## config.mk

```make
export PLATFORM = sky130hd
export DESIGN_NAME = exc_track
export DESIGN_NICKNAME = d
export VERILOG_FILES = /design/src/rtl/exc_track.sv
export SDC_FILE = /design/constraint.sdc
export NUM_CORES = 1
export LEC_CHECK = 0
export CAP_MARGIN = 25
export CORE_MARGIN = 3
export CORE_UTILIZATION = 34
export CTS_CLUSTER_SIZE = 40
export DETAILED_ROUTE_END_ITERATION = 10
export GPL_TIMING_DRIVEN = 1
export PLACE_DENSITY = 0.64
export REMOVE_ABC_BUFFERS = 1
export SLEW_MARGIN = 10
export SYNTH_ARGS = -nofsm -noshare
export SYNTH_HDL_FRONTEND = slang
export SYNTH_SLANG_ARGS = --single-unit
export TNS_END_PERCENT = 10
```

## constraint.sdc

```tcl
create_clock -name clk -period 4.75 [get_ports clk]
set_clock_uncertainty 0.15 [all_clocks]
set_input_delay 0.475 -clock clk [delete_from_list [all_inputs] [get_ports clk]]
set_output_delay 0.475 -clock clk [all_outputs]
set_load 0.03 [all_outputs]
```

## src/rtl/exc_track.sv

```systemverilog
// exc_track: fetch-stage exception detection plus branch-delay tracking for the
// pipelined MIPS CPU. {valid, pc, ExcCode, BD} travels through DEPTH stage
// registers; exceptions found later in the pipe are merged in, and the commit
// stage (DEPTH) raises one exception/interrupt request with EPC and BD to CP0.
//
// Ports:
//   clk, reset          clock, synchronous active-high reset
//   pc_f, br_f, ri_f    fetch-stage PC, branch/jump flag, reserved-instruction flag
//   exc_in, exc_in_vld  late ExcCode per stage (slot k-1 = stage k) and qualifiers
//   stall, flush        hold stages 1..STALL_STAGE / clear the whole pipe (eret)
//   int_req             masked interrupt pending from CP0
//   exc_code_f          F-stage ExcCode (combinational)
//   stage_exc           per-stage "valid instruction with nonzero effective code"
//   exc_req, exc_code, exc_bd, epc   commit-stage request to CP0 (combinational)
module exc_track #(
    parameter int unsigned DEPTH       = 3,
    parameter int unsigned STALL_STAGE = 1,
    parameter logic [31:0] PC_LO       = 32'h0000_3000,
    parameter logic [31:0] PC_HI       = 32'h0000_4ffc
) (
    input  logic                 clk,
    input  logic                 reset,
    input  logic [31:0]          pc_f,
    input  logic                 br_f,
    input  logic                 ri_f,
    input  logic [5*DEPTH-1:0]   exc_in,
    input  logic [DEPTH-1:0]     exc_in_vld,
    input  logic                 stall,
    input  logic                 flush,
    input  logic                 int_req,
    output logic [4:0]           exc_code_f,
    output logic [DEPTH-1:0]     stage_exc,
    output logic                 exc_req,
    output logic [4:0]           exc_code,
    output logic                 exc_bd,
    output logic [31:0]          epc
);

    localparam int unsigned LAST = DEPTH - 1;
    localparam logic [4:0] EXC_INT  = 5'd0;
    localparam logic [4:0] EXC_ADEL = 5'd4;
    localparam logic [4:0] EXC_RI   = 5'd10;

    typedef struct packed {
        logic        valid;
        logic [31:0] pc;
        logic [4:0]  code;
        logic        bd;
    } stage_t;

    stage_t     stage_q [DEPTH];
    stage_t     stage_d [DEPTH];
    stage_t     up      [DEPTH];   // what each stage loads when it advances
    logic [4:0] eff     [DEPTH];
    stage_t     stage_f;
    logic       prev_br_q;
    logic       prev_br_d;
    logic       adel_f;
    logic       flush_c;

    // Fetch-stage detection; AdEL masks RI and the branch flag
    always_comb begin
        adel_f     = (pc_f[1:0] != 2'b00) || (pc_f < PC_LO) || (pc_f > PC_HI);
        exc_code_f = adel_f ? EXC_ADEL : (ri_f ? EXC_RI : 5'd0);
        stage_f    = '{valid: 1'b1, pc: pc_f, code: exc_code_f, bd: prev_br_q};
    end

    // Effective code: earliest-detected exception wins; injections into bubbles ignored
    always_comb begin
        for (int unsigned i = 0; i < DEPTH; i++) begin
            eff[i] = stage_q[i].code;
            if ((stage_q[i].code == 5'd0) && stage_q[i].valid && exc_in_vld[i]) begin
                eff[i] = exc_in[5*i +: 5];
            end
            stage_exc[i] = stage_q[i].valid && (eff[i] != 5'd0);
        end
    end

    // Commit-stage request; interrupt takes priority over any exception
    always_comb begin
        exc_req  = stage_q[LAST].valid && (int_req || (eff[LAST] != 5'd0));
        exc_code = int_req ? EXC_INT : eff[LAST];
        exc_bd   = stage_q[LAST].bd;
        epc      = stage_q[LAST].bd ? (stage_q[LAST].pc - 32'd4) : stage_q[LAST].pc;
        flush_c  = flush || exc_req;
    end

    // Upstream view of every stage, with the merged code carried forward
    always_comb begin
        up[0] = stage_f;
        for (int unsigned i = 1; i < DEPTH; i++) begin
            up[i]      = stage_q[i-1];
            up[i].code = eff[i-1];
        end
    end

    // Next state: flush beats stall; a stall holds 1..STALL_STAGE and bubbles the next stage
    always_comb begin
        prev_br_d = prev_br_q;
        for (int unsigned i = 0; i < DEPTH; i++) begin
            stage_d[i] = stage_q[i];
        end
        if (flush_c) begin
            prev_br_d = 1'b0;
            for (int unsigned i = 0; i < DEPTH; i++) begin
                stage_d[i] = '0;
            end
        end else if (stall) begin
            for (int unsigned i = 0; i < DEPTH; i++) begin
                if (i == STALL_STAGE) begin
                    stage_d[i] = '0;
                end else if (i > STALL_STAGE) begin
                    stage_d[i] = up[i];
                end
            end
        end else begin
            prev_br_d = br_f && !adel_f;
            for (int unsigned i = 0; i < DEPTH; i++) begin
                stage_d[i] = up[i];
            end
        end
    end

    // State registers
    always_ff @(posedge clk) begin
        if (reset) begin
            prev_br_q <= 1'b0;
            for (int unsigned i = 0; i < DEPTH; i++) begin
                stage_q[i] <= '0;
            end
        end else begin
            prev_br_q <= prev_br_d;
            for (int unsigned i = 0; i < DEPTH; i++) begin
                stage_q[i] <= stage_d[i];
            end
        end
    end

endmodule

```

After elaboration in Yosys (flattened, before gate mapping) --
Memories as Yosys holds them, arrays and structs flattened. Cells that the tools add are included.
Operators by class: $add $sub $neg 1, mux-type cells 16, bitwise logic cells 3, reductions and logical operators 24, $lt $le $gt $ge 2
Operators by type and width (count):
- $mux 39 | 4
- $mux 117 | 1
- $mux 78 | 1
- $gt 32x15->1 const B | 1
- $lt 32x14->1 const B | 1
- $mux 32 | 1
- $sub 32x3->32 const B | 1
- $mux 5 | 4
- $logic_not 5->1 | 3
- $reduce_bool 5->1 | 3
- $logic_and 1x1->1 | 11
- $mux 4 | 2
- $logic_or 1x1->1 | 4
- $mux 1 | 3
- $or 1x1->1 | 3
- $reduce_bool 2->1 | 1
- $reduce_or 2->1 | 1
- $logic_not 1->1 | 1
Word-level totals: input bits 57, register bits after elaboration 1, output and inout bits 47, logic and storage cells 48, RAM bits 117, memories 1
Memories:
- stage_q | words 3, bits a word 39, rd ports 3, clocked after memory_dff 0, wr ports 3, RTL line 51 | stage_t stage_q [DEPTH];

Depth between registers and ports, before layout --
An unclocked memory read counts as a cell.
depth after elaboration 11, depth in mapped cells 6, depth with buffers taken out 6

Worst setup path before layout --
Ideal clock, no wire load.
path type flip-flop to output port, start memory stage_q[0][78] in the netlist's numbering, end output epc[31], buffers on the path 0, arrival 2390 ps, cell stages (with the launch flop) 5, required time 4125 ps, path slack 1735 ps, path through dfxtp_1 nor4b_1 nand4_1 nor4_1 xor2_1
RTL lines:
- start: declaration | RTL line 51
- end: declaration | RTL line 36 | output logic [31:0] epc

==> flow_metrics.tcl <==
set metrics [dict create \
    maxSlewViolCount 0 \
    setup_slack_ns 0.9478 \
    wl_um 9425 \
    globalplace.congestion 0.8324 \
    tightest_slew_ns 0.8516 \
    status "complete, no violations" \
    h-tree-depth 4 \
    slew_headroom 0.4322 \
    yosysTopAreaCell "dfxtp_1" \
    synth_edf_count 0 \
    placed_cell_area_um2 5522 \
    final.setup.tns_ns 0 \
    cts_hold_buf 0 \
    dieHeight_um 119.9 \
    path_clk_slew_ns 0.05 \
    grtUsageTotal 0.1379 \
    finalHoldViolations 0 \
    finalSetupViolations 0 \
    worstSetupPathType "flop to output port" \
    final_area_um2 6118 \
    whs_path_depth 1 \
    cts_sinks 115 \
    grt_pass1_vias 3305 \
    yosys_warnings 0 \
    io_buffers 101 \
    core_um2 12360 \
    grt_remaining_overflow 0 \
    cts_buffers 17 \
    start_util 0.3571 \
    yosysSeqAreaShare 0.5215 \
    tritoncts "done" \
    ys.flop_type "dfxtp_1" \
    synth_cells 439 \
    whs_ns 0.2714 \
    critical_path_peak_fanout 8 \
    rsz0062_at_grt "false" \
    placedCellCount 690 \
    layout.nets 599 \
    timing.final.crit_share 0.8005 \
    rows 40 \
    synth_cell_types 39 \
    maxCapViolations 0 \
    grt_pass1_wl_um 15890 \
    p_leak_nw 2.583 \
    power.density_nw_per_um2 383.8 \
    drt_first_pass_iters 6 \
    r2r_cells 4 \
    insertion_delay_ns 0.40 \
    final_cells 722 \
    pre_cts_ws_ns 1.031 \
    endpoint_kind "output port" \
    total_power_mw 2.348 \
    hp-class "flop to flop" \
    die_area_um2 14390 \
    drt-initial-drc-count 127 \
    syn_area_um2 4414 \
    synth_top_area_frac 0.5215 \
    antenna_left 0 \
    io-pin-count 104 \
    start_kind "flop" \
    rrSetupSlack_ns 2.26 \
    fmax_ghz 0.2630 \
    fin_crit_ns 3.802 \
    ys_async_sr_fraction 0 \
    critPathArrivalTime_ns 3.18 \
    areaGrowthSynthToFinish_pct 38.61 \
    layout_commonest_cell "dfxtp_1" \
    grt_max_degree 48 \
    peakVddDrop_v 0.0001863 \
    synth_area_leaders "dfxtp_1 52%, mux2i_1 7.7%, and2_1 5.8%" \
    cts_max_path_buffers 2 \
    avgSynthCellArea_um2 10.06 \
    mostFrequentLayoutCells "115 x dfxtp_1, 100 x clkdlybuf4s50_1, 60 x nor2_1" \
    wire_per_inst_um 13.05 \
    hpwl_um 6829 \
    routed_via_density 4.517 \
    postCtsSetupBuffers 0 \
    num_antenna_cells 0 \
    antenna_found_initial 0 \
    vias 3261 \
    synth_seq_cells 115 \
    die_w_um 119.9 \
    cts_root_buf "clkbuf_16" \
    cts_resized 0 \
    worstPathRequired_ns 4.12 \
    layout-drive-gt1-share 0.1227 \
    drc 0 \
    finish.utilization 0.4949 \
]
[layer usage]
layer	routed length, µm	track usage	vias up	part of all wire
met5	0	0	-	0
met4	257	0.07230	0	0.027
met3	388	0.03629	19	0.041
met2	4502	0.2290	79	0.48
met1	4276	0.1629	1481	0.45
li1	-	-	1682	-
[cell usage after synthesis, drive strengths merged (2+ instances only)]
cell type  count
buf           10
nand2         10
nand3          3
o21ai          3
nand2b         4
a21boi         2
xor2          22
inv            5
clkbuf        13
or3            7
dfxtp        115
nand4          2
xnor2          7
or4           14
mux2i         34
and2          68
nor4          14
nor2          60
a21oi         16
nor3          15
[worst max-delay path, cell delays in order, from the launching register on]
cell             delay [ns]
dfxtp_1                0.32
inv_1                  0.07
ha_1                   0.18
nor4bb_1               0.54
nand4_1                0.45
nor4_1                 0.37
xor2_1                 0.17
clkdlybuf4s50_1        0.68
[area by class of cell]
cell class | count | area, µm²
Clock inverter | 12 | 130.1
Sequential cell | 115 | 2302
Tap cell | 168 | 210.2
Multi-Input combinational cell | 297 | 1954
Clock buffer | 20 | 466.7
Fill cell | 1132 | 6243
Inverter | 5 | 18.77
Timing Repair Buffer | 105 | 1036
[cells by family (layout without fill, tap and decap cells)]
| kind of cell | count (synthesis) | count (layout) | synth area share |
|---|---|---|---|
| AOI/OAI and AO/OA | 28 | 28 | 0.04564 |
| xor gates and xnor gates | 29 | 29 | 0.05754 |
| adders and majority gates | 1 | 1 | 0.002834 |
| other | 1 | 2 | 0.0008495 |
| and+or+nand+nor | 203 | 203 | 0.2579 |
| muxes | 34 | 34 | 0.07710 |
| buffers and inverters | 28 | 142 | 0.03656 |
| DFF | 115 | 115 | 0.5215 |
[final timing paths]
path / start / endpoint
hold / removal: stage_q[0][59] / stage_q[0][98]
setup / recovery: stage_q[0][87] / epc[26]
setup reg to reg: stage_q[0][79] / stage_q[0][41]
hold reg to reg: stage_q[0][59] / stage_q[0][98]
[flip-flops by register name (all words and copies together) (netlist names)]
register and count:
stage_q 114, prev_br_q 1
[power breakdown]
group,leakage (nW),switching (mW),internal [mW]
clock,0.292,0.432,0.813
combinational,1.36,0.0536,0.0658
sequential,0.930,0.00596,0.978
total,2.58,0.491,1.86
No activity file was read; power rests on OpenSTA's default activity.
